**config.mk**
```make
export PLATFORM = sky130hd
export DESIGN_NAME = serial_adder_sched
export DESIGN_NICKNAME = d
export VERILOG_FILES = /design/src/rtl/serial_adder_pkg.sv /design/src/rtl/rr_arbiter.sv /design/src/rtl/serial_adder_sched.sv
export SDC_FILE = /design/constraint.sdc
export NUM_CORES = 1
export LEC_CHECK = 0
export ABC_AREA = 1
export CORE_MARGIN = 2
export CORE_UTILIZATION = 43
export DETAILED_ROUTE_END_ITERATION = 10
export PLACE_DENSITY = 0.76
export SETUP_SLACK_MARGIN = 0.1
export SYNTH_ARGS = -nofsm -noshare
export SYNTH_HDL_FRONTEND = slang
export SYNTH_HIERARCHICAL = 1
export SYNTH_SLANG_ARGS = --single-unit
```
**constraint.sdc**
```tcl
create_clock -name clk_i -period 1.9 [get_ports clk_i]
set_input_delay 0.38 -clock clk_i [delete_from_list [all_inputs] [get_ports clk_i]]
set_output_delay 0.38 -clock clk_i [all_outputs]
set_load 0.005 [all_outputs]
```
**src/rtl/serial_adder_pkg.sv**
```systemverilog
// Shared types for the serial adder scheduler and its datapath.
// State encodings, default width and an index-width helper.
package serial_adder_pkg;

    localparam int DEFAULT_WIDTH = 8;

    typedef enum logic [1:0] {
        IDLE  = 2'd0,
        LOAD  = 2'd1,
        SHIFT = 2'd2,
        DONE  = 2'd3
    } sched_state_t;

    typedef enum logic [1:0] {
        DP_CLEAR = 2'd0,
        DP_LOAD  = 2'd1,
        DP_SHIFT = 2'd2
    } dp_state_t;

    function automatic int idx_w(input int n);
        return (n > 1) ? $clog2(n) : 1;
    endfunction

endpackage

```
**src/rtl/rr_arbiter.sv**
```systemverilog
// Combinational round-robin arbiter: first set request at or after ptr_i.
// Produces a one-hot grant and the matching binary index.
module rr_arbiter
    import serial_adder_pkg::*;
#(
    parameter int NREQ = 2,
    parameter int IDW  = idx_w(NREQ)
) (
    input  logic [NREQ-1:0] req_i,
    input  logic [IDW-1:0]  ptr_i,
    output logic [NREQ-1:0] gnt_o,
    output logic [IDW-1:0]  gnt_idx_o
);

    logic found;

    always_comb begin
        gnt_o     = '0;
        gnt_idx_o = '0;
        found     = 1'b0;
        for (int k = 0; k < NREQ; k++) begin
            int j;
            j = int'(ptr_i) + k;
            if (j >= NREQ) j = j - NREQ;
            if (!found && req_i[j]) begin
                found     = 1'b1;
                gnt_o[j]  = 1'b1;
                gnt_idx_o = IDW'(j);
            end
        end
    end

endmodule

```
**src/rtl/serial_adder_sched.sv**
```systemverilog
// Round-robin sequencer sharing one bit-serial adder among NREQ requesters.
// Define SERIAL_SCHED_OVF_EN to add the signed-overflow output rsp_ovf_o.
module serial_adder_sched
    import serial_adder_pkg::*;
#(
    parameter int WIDTH = DEFAULT_WIDTH,
    parameter int NREQ  = 2,
    parameter int IDW   = idx_w(NREQ)
) (
    input  logic                  clk_i,
    input  logic                  resetn_i,
    input  logic [NREQ-1:0]       req_valid_i,
    input  logic [NREQ*WIDTH-1:0] req_a_i,
    input  logic [NREQ*WIDTH-1:0] req_b_i,
    output logic [NREQ-1:0]       req_ready_o,
    output logic                  dp_reset_o,
    output logic                  dp_load_o,
    output logic                  dp_enable_o,
    output logic [WIDTH-1:0]      dp_a_o,
    output logic [WIDTH-1:0]      dp_b_o,
    input  logic                  dp_sum_bit_i,
    input  logic                  dp_cout_i,
    output logic                  rsp_valid_o,
    input  logic                  rsp_ready_i,
    output logic [IDW-1:0]        rsp_id_o,
    output logic [WIDTH-1:0]      rsp_sum_o,
    output logic                  rsp_cout_o,
    output logic                  busy_o
`ifdef SERIAL_SCHED_OVF_EN
    ,
    output logic                  rsp_ovf_o
`endif
);

    localparam int CW = $clog2(WIDTH + 1);

    sched_state_t   state_q, state_d;
    logic [IDW-1:0] ptr_q;
    logic [IDW-1:0] gnt_idx;
    logic [NREQ-1:0] gnt;
    logic [CW-1:0]  cnt_q;
    logic           accept;
    logic           last_bit;

    rr_arbiter #(
        .NREQ (NREQ),
        .IDW  (IDW)
    ) u_arb (
        .req_i     (req_valid_i),
        .ptr_i     (ptr_q),
        .gnt_o     (gnt),
        .gnt_idx_o (gnt_idx)
    );

    assign accept   = (state_q == IDLE) && (|req_valid_i);
    assign last_bit = (cnt_q == CW'(WIDTH - 1));
    assign busy_o   = (state_q != IDLE);

    always_comb begin
        state_d     = state_q;
        req_ready_o = '0;
        dp_reset_o  = 1'b0;
        dp_load_o   = 1'b0;
        dp_enable_o = 1'b0;
        rsp_valid_o = 1'b0;
        unique case (state_q)
            IDLE: begin
                dp_reset_o = 1'b1;
                // ready stays low while reset is held
                if (resetn_i) req_ready_o = gnt;
                if (accept) state_d = LOAD;
            end
            LOAD: begin
                dp_load_o = 1'b1;
                state_d   = SHIFT;
            end
            SHIFT: begin
                dp_enable_o = 1'b1;
                if (last_bit) state_d = DONE;
            end
            DONE: begin
                rsp_valid_o = 1'b1;
                if (rsp_ready_i) state_d = IDLE;
            end
        endcase
    end

    always_ff @(posedge clk_i or negedge resetn_i) begin
        if (!resetn_i) state_q <= IDLE;
        else           state_q <= state_d;
    end

    always_ff @(posedge clk_i or negedge resetn_i) begin
        if (!resetn_i) begin
            ptr_q      <= '0;
            cnt_q      <= '0;
            dp_a_o     <= '0;
            dp_b_o     <= '0;
            rsp_id_o   <= '0;
            rsp_sum_o  <= '0;
            rsp_cout_o <= 1'b0;
        end else begin
            unique case (state_q)
                IDLE: begin
                    if (accept) begin
                        dp_a_o   <= req_a_i[gnt_idx*WIDTH +: WIDTH];
                        dp_b_o   <= req_b_i[gnt_idx*WIDTH +: WIDTH];
                        rsp_id_o <= gnt_idx;
                        if (gnt_idx == IDW'(NREQ - 1)) ptr_q <= '0;
                        else                           ptr_q <= gnt_idx + 1'b1;
                    end
                end
                LOAD: cnt_q <= '0;
                SHIFT: begin
                    for (int i = 0; i < WIDTH; i++) begin
                        if (cnt_q == CW'(i)) rsp_sum_o[i] <= dp_sum_bit_i;
                    end
                    cnt_q <= cnt_q + 1'b1;
                    if (last_bit) rsp_cout_o <= dp_cout_i;
                end
                DONE: ;
            endcase
        end
    end

`ifdef SERIAL_SCHED_OVF_EN
    // The MSB sum bit is still on dp_sum_bit_i at the final shift edge.
    always_ff @(posedge clk_i or negedge resetn_i) begin
        if (!resetn_i) begin
            rsp_ovf_o <= 1'b0;
        end else if (state_q == SHIFT && last_bit) begin
            rsp_ovf_o <= (dp_a_o[WIDTH-1] == dp_b_o[WIDTH-1]) &&
                         (dp_sum_bit_i != dp_a_o[WIDTH-1]);
        end
    end
`endif

endmodule

```
# [Word-level counts from Yosys, hierarchy flattened]
# Cells that the tools add are included.
[totals] inputBits=39 memories=0 ramBits=0 out_inout_bits=33 romBits=0 ff_bits=33 latch_bits=0
[op_classes] eq_ne=13 multipliers=0 n_bitwise=1 add_sub_neg=5 n_reduce_logical=20 order_cmp=6 n_mux=29 div_mod_pow=0 n_shift=2
[ops] op="32-bit by 1-bit >= comparator with 1-bit output (second input constant)" count=2
[ops] op="32-bit by 3-bit < comparator with 1-bit output (second input constant)" count=2
[ops] op="32-bit 2-to-1 mux" count=2
[ops] op="32-bit by 3-bit >= comparator with 1-bit output (second input constant)" count=1
[ops] op="16-bit by 5-bit indexed part select with 8-bit output" count=2
[ops] op="32-bit by 3-bit subtractor with 32-bit output (second input constant)" count=1
[ops] op="2-bit AND reduction" count=9
[ops] op="4-bit by 3-bit equality test with 1-bit output (second input constant)" count=4
[ops] op="1-bit 2-to-1 mux" count=16
[ops] op="2-bit 2-to-1 mux" count=7
[ops] op="4-bit by 2-bit equality test with 1-bit output (second input constant)" count=2
[ops] op="2-bit one-hot mux with 4 select lines" count=1
[ops] op="4-bit one-hot mux with 2 select lines" count=1
[ops] op="2-bit inequality test (second input constant)" count=3
[ops] op="4-bit by 1-bit adder with 4-bit output (second input constant)" count=1
[ops] op="2-bit equality test (second input constant)" count=2
[ops] op="4-bit by 1-bit equality test with 1-bit output (second input constant)" count=1
[ops] op="1-bit logical AND" count=4
[ops] op="4-bit logical NOT" count=1
[ops] op="2-bit nonzero test" count=2
[ops] op="3-bit AND reduction" count=1
[ops] op="1-bit by 2-bit subtractor with 3-bit output (second input constant)" count=1
[ops] op="1-bit by 1-bit adder with 2-bit output (second input constant)" count=1
[ops] op="1-bit demux with 1-bit select" count=2
[ops] op="other kinds (7)" count=7

# [Logic depth before layout (Yosys ltp)]
# Gate-level depths: netlist (run 1).
[logic_depth] depth_word=11 depth_mapped=7

# [Hierarchy]
# Netlist (run 1), hierarchy kept.
[by_module_without_submodules] module="serial_adder_sched" cells_per_inst=207 n_inst=1 area_each_um2=1752.9 seq_area_each_um2=825.8
[by_module_without_submodules] module="rr_arbiter" cells_per_inst=5 n_inst=1 area_each_um2=28.8 seq_area_each_um2=0.0

# [Worst setup path after synthesis (run 1)]
# OpenSTA, ideal clock, no wires.
[synth_path] kind="register -> register" startpoint="register state_q[0]" endpoint="register state_q[0]" path_stages_with_launch=7 t_arrival_ns=1.248 synth_period_minus_slack_ns=1.365 setup_time_ns=0.117 slack_ns=0.535 path_cell_list="dfrtp_1 inv_1 ha_1 buf_2 or2_2 nand3_1 nand2_1"
[synth_between] elab_chain_len=4 elab_cells_between_ends=10 cone_classes="eq/ne: 6; mux: 1; reduce/logical: 3"
[synth_lines] element="start, declared" line="serial_adder_sched.sv:37" rtl="sched_state_t state_q, state_d;"
[synth_lines] element="start signal, assigned" line="serial_adder_sched.sv:90" rtl="else state_q <= state_d;"
[synth_lines] element="2-bit logical NOT" line="serial_adder_sched.sv:55, serial_adder_sched.sv:66"
[synth_lines] element="1-bit logical AND" line="serial_adder_sched.sv:55" rtl="assign accept = (state_q == IDLE) && (|req_valid_i);"
[synth_lines] element="2-bit inequality test (no line)"
[synth_lines] element="3-bit AND reduction (no line)"
# Several ways; a longest one is shown, not always the timed one.
# A chain may end at the register's enable or synchronous reset.

# [Worst setup path after layout (run 1)]
[layout_path] startpoint="register state_q[1]" endpoint="output busy_o"
[layout_between] elab_chain_len=1
[layout_lines] element="2-bit nonzero test" line="serial_adder_sched.sv:57" rtl="assign busy_o = (state_q != IDLE);"
[layout_lines] element="end, declared" line="serial_adder_sched.sv:28" rtl="output logic busy_o"
# Every way passes these cells.

==> out/results.tsv, run 1 <==
metric	value	unit
status	finished clean	
core footprint	4000	µm²
CTS tree	done	
Die W	68.37	µm
crit path DAT	1.34	ns
Starting Density	44.54	%
Worst Setup Slack post-DPL	-0.2317	ns
Fin Clk Skew	0.002638	ns
slowest CP cell	dfrtp_1	
max_cap viols	0	
r2r startpoint	state_q[0]$_DFFE_PN0P_	
hold_ws	0.1611	ns
layout net count	348	
Setup crit end kind	primary output	
synth unique cells	23	
largest net degree at the start of global routing	34	
Fin. Hold Viols	0	
Post-synth EDFFs	0	
TritonRoute pass-1 iters	4	
clock sinks	33	
Mean Syn Cell Area	8.404	µm²
DR WL/cell	11.40	µm
clock-pin slew on the worst setup and hold paths	0.07	ns
num ports	72	
CP Class	reg2out	
ys flop type	dfrtp_1	
power per cell area	1418	nW/µm²
Yosys reg bits	33	
Max Slew Vio Count	0	
Synth area leaders	dfrtp_1 46%, nand2_1 9.1%, a21oi_2 6.4%, ha_1 6.3%, o21ai_0 5.9%	
Leak	1.284	nW
worst vdd ir	0.8662	mV
Synth top area share	46.35	%
required time worst endpoint	1.52	ns
Crit Path Max Fanout	4	
Post-route DRC	0	
HPWL after detailed placement	2.876	mm
Clk Latency, worst-skew pair	0.28	ns
Chip Height	68.37	µm
H-tree depth	2	
CTS max path bufs	2	
gpl congestion	0.7823	
n_diodes	0	
Layout area overhead	56.25	%
most used cell, CP	inv_2	
row count	23	
Netlist Area Pre-Place	1782	µm²
crit path launch	state_q[1]$_DFFE_PN0P_	
syn_nets	260	
Port Buffers	71	
post-synth top area cell	dfrtp_1	
Detail Route Antenna Nets	0	
worst path cell trace	inv_2 > buf_4 > ha_4 > inv_2 > dlygate4sd2_1	
drt first-iter violations	64	
number of global-route vias before repair	1519	
antenna violations before repair	0	
clock root buffer	clkbuf_8	
routed vias	1626	
post-route minimum period	1.721	ns
All-Layer GR Usage	19.32	%
fmax	581.1	MHz
post-synthesis cell count	212	
Largest stage delay, worst path	0.38	ns
routed wire length	4.002	mm
total power	3.948	mW
gr ovfl total	0	
RSZ-0062 raised after global routing	no	
first-pass GRT wire length	6.561	mm
Slew HR	73.06	%
layout cells sized above 1	19.27	%
final setup vio count	0	
period utilization	90.57	%
Slew @ Worst Pin	0.4042	ns
worst setup margin	0.1792	ns
Hold/Removal Path Class	in2async	
full die area	4674	µm²
fraction of registers with async set/reset	100.0	%
Seq/Total Area, Yosys	46.35	%
clock buffer count from CTS	5	
Synth top cells by count	43 x nand2_1, 33 x dfrtp_1, 27 x inv_1	
most common cell in the netlist	nand2_1	
Util after Layout	69.60	%
Worst setup SP type	register	
Yosys warnings	6	
Via density	4.632	
## area by class of cell
type | instances | area (µm²)
Clock buffer | 5 | 68.82
Clock inverter | 3 | 65.06
Fill cell | 339 | 1216
Inverter | 30 | 112.6
Multi-Input combinational cell | 142 | 809.5
Sequential cell | 33 | 825.8
Tap cell | 50 | 62.56
Timing Repair Buffer | 88 | 839.6
## stage by stage
| stage | TNS, ns | cell area [µm²] | instances |
|---|---|---|---|
| after global routing | 0 | 2784 | 351 |
| after detailed placement | -0.4309 | 2611 | 337 |
| after global placement | -0.3427 | 2611 | 337 |
| final | 0 | 2784 | 351 |
| after CTS | 0 | 2791 | 351 |
| after floorplan | 0 | 1782 | 212 |
## critical path, delay by kind of cell (launching register included)
| family | cells | cell delay, ns |
|---|---|---|
| flip-flops | 1 | 0.38 |
| buffers and inverters | 4 | 0.51 |
| adder cells (fa/ha/maj) | 1 | 0.16 |
## timing repair
item,in CTS,in global routing
resized for setup,13,4
hold buffers,0,0
buffers inserted,6,0
setup endpoints to repair,7,2
cloned,0,0
## sequential cells by signal, indices dropped and copies added (netlist names)
name / flops
cnt_q: 4
dp_a_o: 8
dp_b_o: 8
ptr_q: 1
rsp_cout_o: 1
rsp_id_o: 1
rsp_sum_o: 8
state_q: 2
## placed cells by master (no fill, tap or decap)
master | synthesis | routed
nand3_2 | 1 | 1
ha_4 | 0 | 1
buf_12 | 0 | 2
or2_2 | 1 | 1
a21oi_1 | 7 | 6
clkinv_2 | 0 | 1
nor2_2 | 5 | 5
nor3_1 | 2 | 2
nor2_1 | 19 | 19
a21boi_2 | 1 | 1
clkbuf_2 | 0 | 2
nor2_4 | 1 | 1
o21ai_0 | 21 | 21
nand2_1 | 43 | 43
bufinv_16 | 0 | 2
dlygate4sd2_1 | 0 | 7
nand3_1 | 9 | 9
o21a_1 | 1 | 1
nor2_8 | 1 | 1
a21oi_2 | 13 | 14
inv_1 | 27 | 25
buf_2 | 4 | 1
o21ai_1 | 7 | 7
clkdlybuf4s50_1 | 0 | 61
inv_2 | 3 | 5
clkbuf_8 | 0 | 5
ha_1 | 9 | 8
o22ai_1 | 1 | 1
buf_4 | 1 | 15
dfrtp_1 | 33 | 33
## layer usage
layer / part of all wire [%] / vias up / track usage [%]
met3: 8.5 / 5 / 8.224
li1: - / 843 / -
met2: 49 / 56 / 32.40
met5: 0 / - / 0
met1: 41 / 722 / 21.74
met4: 1.3 / 0 / 7.250
## report_power, final
group / leakage (nW) / internal [mW] / switching (mW)
registers: 0.363 / 0.989 / 0.179
clock network: 0.0681 / 0.521 / 0.266
logic: 0.852 / 1.09 / 0.905
total: 1.28 / 2.60 / 1.35
## worst paths after layout
path / to / slack (ns) / depth (start not counted)
worst max-delay path: busy_o / 0.18 / 5
worst max register to register: ptr_q$_DFFE_PN0P_ / 0.35 / 9
max in group asynchronous: dp_b_o[3]$_DFFE_PN0P_ / 1.45 / 2
worst min register to register: rsp_sum_o[2]$_DFFE_PN0P_ / 0.48 / 2
min in group clk_i: rsp_sum_o[2]$_DFFE_PN0P_ / 0.48 / 2
worst min-delay path: state_q[0]$_DFFE_PN0P_ / 0.16 / 2
## kinds of logic (layout without fill, tap and decap cells)
| logic type | count (synthesis) | count (layout) | share of synthesized area, % |
|---|---|---|---|
| AO/OA/AOI/OAI | 51 | 51 | 17.63 |
| adder cells (fa/ha/maj) | 9 | 9 | 6.320 |
| buffers and inverters | 37 | 126 | 9.129 |
| flip-flops | 33 | 33 | 46.35 |
| AND/OR/NAND/NOR | 82 | 82 | 20.58 |
Note: power is estimated with default switching activity, not from simulation.
==> inputs of run 2 (changes only) <==
- GPL_TIMING_DRIVEN: not set -> 0
==> run 2 against run 1 <==
Register-to-register slack gained 0.02 ns; die area stayed put; routed wire length increased by 7.2%; non-clock buffer count decreased by 1; largest cell class is now registers; maximum frequency shrank 3.1%; worst hold slack worse by 0.12 ns; first-iteration DRC count increased by 45%; clock skew grew 0.0013 ns; combinational power up 3%; total power is 1.4% higher; setup slack lost 0.054 ns; largest power group unchanged.
==> out/results.tsv, run 2 (synthesis results as in run 1) <==
metric	value	unit	change
clock sinks	33		unchanged
number of global-route vias before repair	1556		+2.4%
Max Slew Vio Count	0		unchanged
internal power	2.605	mW	+0.26%
Worst Setup Slack post-DPL	-0.3194	ns	-0.08764 ns
fmax	563.3	MHz	-3.1%
Comb pwr share	51.2	%	+0.7 points
commonest non-fill, non-tap cell in the layout	clkdlybuf4s50_1		
filler instances	334		-1.5%
CTS max path bufs	2		unchanged
R2R depth	6		-3
clock root buffer	clkbuf_8		
n_diodes	0		unchanged
Fin Clk Skew	0.003895	ns	+0.001257 ns
Fin. Hold Viols	0		unchanged
full die area	4674	µm²	unchanged
required time worst endpoint	1.52	ns	about the same
sequential cell area	825.8	µm²	unchanged
RSZ-0062 raised after global routing	no		
Layout area overhead	54.85	%	
Leak	1.284	nW	about the same
HPWL after detailed placement	2.985	mm	+3.8%
Multi-input gate area	808.3	µm²	-0.15%
crit path DAT	1.40	ns	+0.06 ns
Post-route DRC	0		unchanged
H-tree depth	2		unchanged
CTS tree	done		
largest net degree at the start of global routing	36		+5.9%
routed wire length	4.291	mm	+7.2%
Slew @ Worst Pin	0.4486	ns	+0.04444 ns
status	finished clean		
Starting Density	44.54	%	unchanged
TritonRoute pass-1 iters	4		unchanged
power per cell area	1452	nW/µm²	+2.4%
routed vias	1664		+2.3%
max_cap viols	0		unchanged
first-pass GRT wire length	6.734	mm	+2.6%
core footprint	4000	µm²	unchanged
CP Class	reg2out		
row count	23		unchanged
layout cells sized above 1	19.00	%	-0.27 points
clock-pin slew on the worst setup and hold paths	0.07	ns	about the same
num ports	72		unchanged
hold_ws	0.03785	ns	-0.1233 ns
Clk Latency, worst-skew pair	0.28	ns	about the same
DR WL/cell	12.26	µm	+7.5%
Die W	68.37	µm	unchanged
Setup crit end kind	primary output		
setup TNS	0	ns	unchanged
Crit Path Max Fanout	3		-1
Util after Layout	68.97	%	-0.63 points
share of power burned in registers	29.2	%	-0.4 points
Worst setup SP type	register		
post-route minimum period	1.775	ns	+0.05439 ns
drt first-iter violations	93		+45%
clock buffer count from CTS	5		unchanged
Port Buffers	71		unchanged
gr ovfl total	0		unchanged
worst vdd ir	0.7351	mV	-15%
Detail Route Antenna Nets	0		unchanged
most frequent cells in the layout	61 x clkdlybuf4s50_1, 43 x nand2_1, 33 x dfrtp_1, 25 x inv_1, 21 x o21ai_0		
registers with the highest flip-flop counts	dp_a_o x8, dp_b_o x8, rsp_sum_o x8		
gpl congestion	0.7852		+0.37%
switch share	34.95	%	+0.77 points
period utilization	93.43	%	+2.9 points
worst setup margin	0.1248	ns	-0.05439 ns
antenna violations before repair	0		unchanged
final setup vio count	0		unchanged
Slew HR	70.09	%	-3.0 points
Psw	1.400	mW	+3.7%
Hold/Removal Path Class	in2async		
Chip Height	68.37	µm	unchanged
All-Layer GR Usage	19.47	%	+0.15 points
Clock power frac	19.6	%	-0.3 points
Via density	4.754		+2.6%
layout net count	347		-0.29%
## run 2: power groups by stage
stage	Combinational (mW)	Clock, mW	Sequential [mW]
floorplan	0.963	0	1.18
global placement	1.82	0	1.17
detailed placement	1.84	0	1.18
CTS	2.00	0.800	1.17
global route	2.27	0.831	1.20
finish	2.05	0.786	1.17
## run 2: metal layers
layer  vias up  routed length [µm]  global-route usage [%]
li1        847                   -                       -
met1       752                1722                   22.50
met2        60                2195                   33.86
met3         5                 335                   6.086
met4         0                  38                   6.750
met5         -                   0                       0
## run 2: layout make-up
| class | instances | area share [%] |
|---|---|---|
| buffer | 7 | 1.814 |
| tap | 50 | 2.268 |
| inverter | 30 | 4.263 |
| clock buffer | 5 | 2.494 |
| clock inverter | 3 | 2.358 |
| sequential | 33 | 29.93 |
| timing repair buffer | 80 | 27.57 |
| multi-input combinational | 142 | 29.30 |
## run 2: path summary, 6_finish.rpt
kind	start	slack (ns)	to
max in group asynchronous	resetn_i	1.55	dp_a_o[7]$_DFFE_PN0P_
min in group clk_i	rsp_sum_o[3]$_DFFE_PN0P_	0.49	rsp_sum_o[3]$_DFFE_PN0P_
max reg2reg	ptr_q$_DFFE_PN0P_	0.37	dp_b_o[0]$_DFFE_PN0P_
min reg2reg	rsp_sum_o[3]$_DFFE_PN0P_	0.49	rsp_sum_o[3]$_DFFE_PN0P_
min	resetn_i	0.04	state_q[1]$_DFFE_PN0P_
max	state_q[0]$_DFFE_PN0P_	0.12	dp_load_o
## run 2: what timing repair did
item                       CTS  global route
gates resized for setup     15             6
setup buffers                7             2
setup endpoints to repair   16             3
hold buffers                 0             0
pin swaps                    0             1
## run 2: stage by stage
stage | power, mW | std cells | area, µm²
CTS | 3.968 | 348 | 2746
global placement | 2.990 | 333 | 2555
global route | 4.301 | 350 | 2759
detailed placement | 3.028 | 333 | 2550
floorplan | 2.145 | 212 | 1782
finish | 4.005 | 350 | 2759
## run 2: worst max-delay path, cell delays in order, from the launching register on
cell	delay, ns
dfrtp_1	0.40
buf_4	0.14
buf_4	0.14
ha_1	0.18
dlygate4sd2_1	0.25
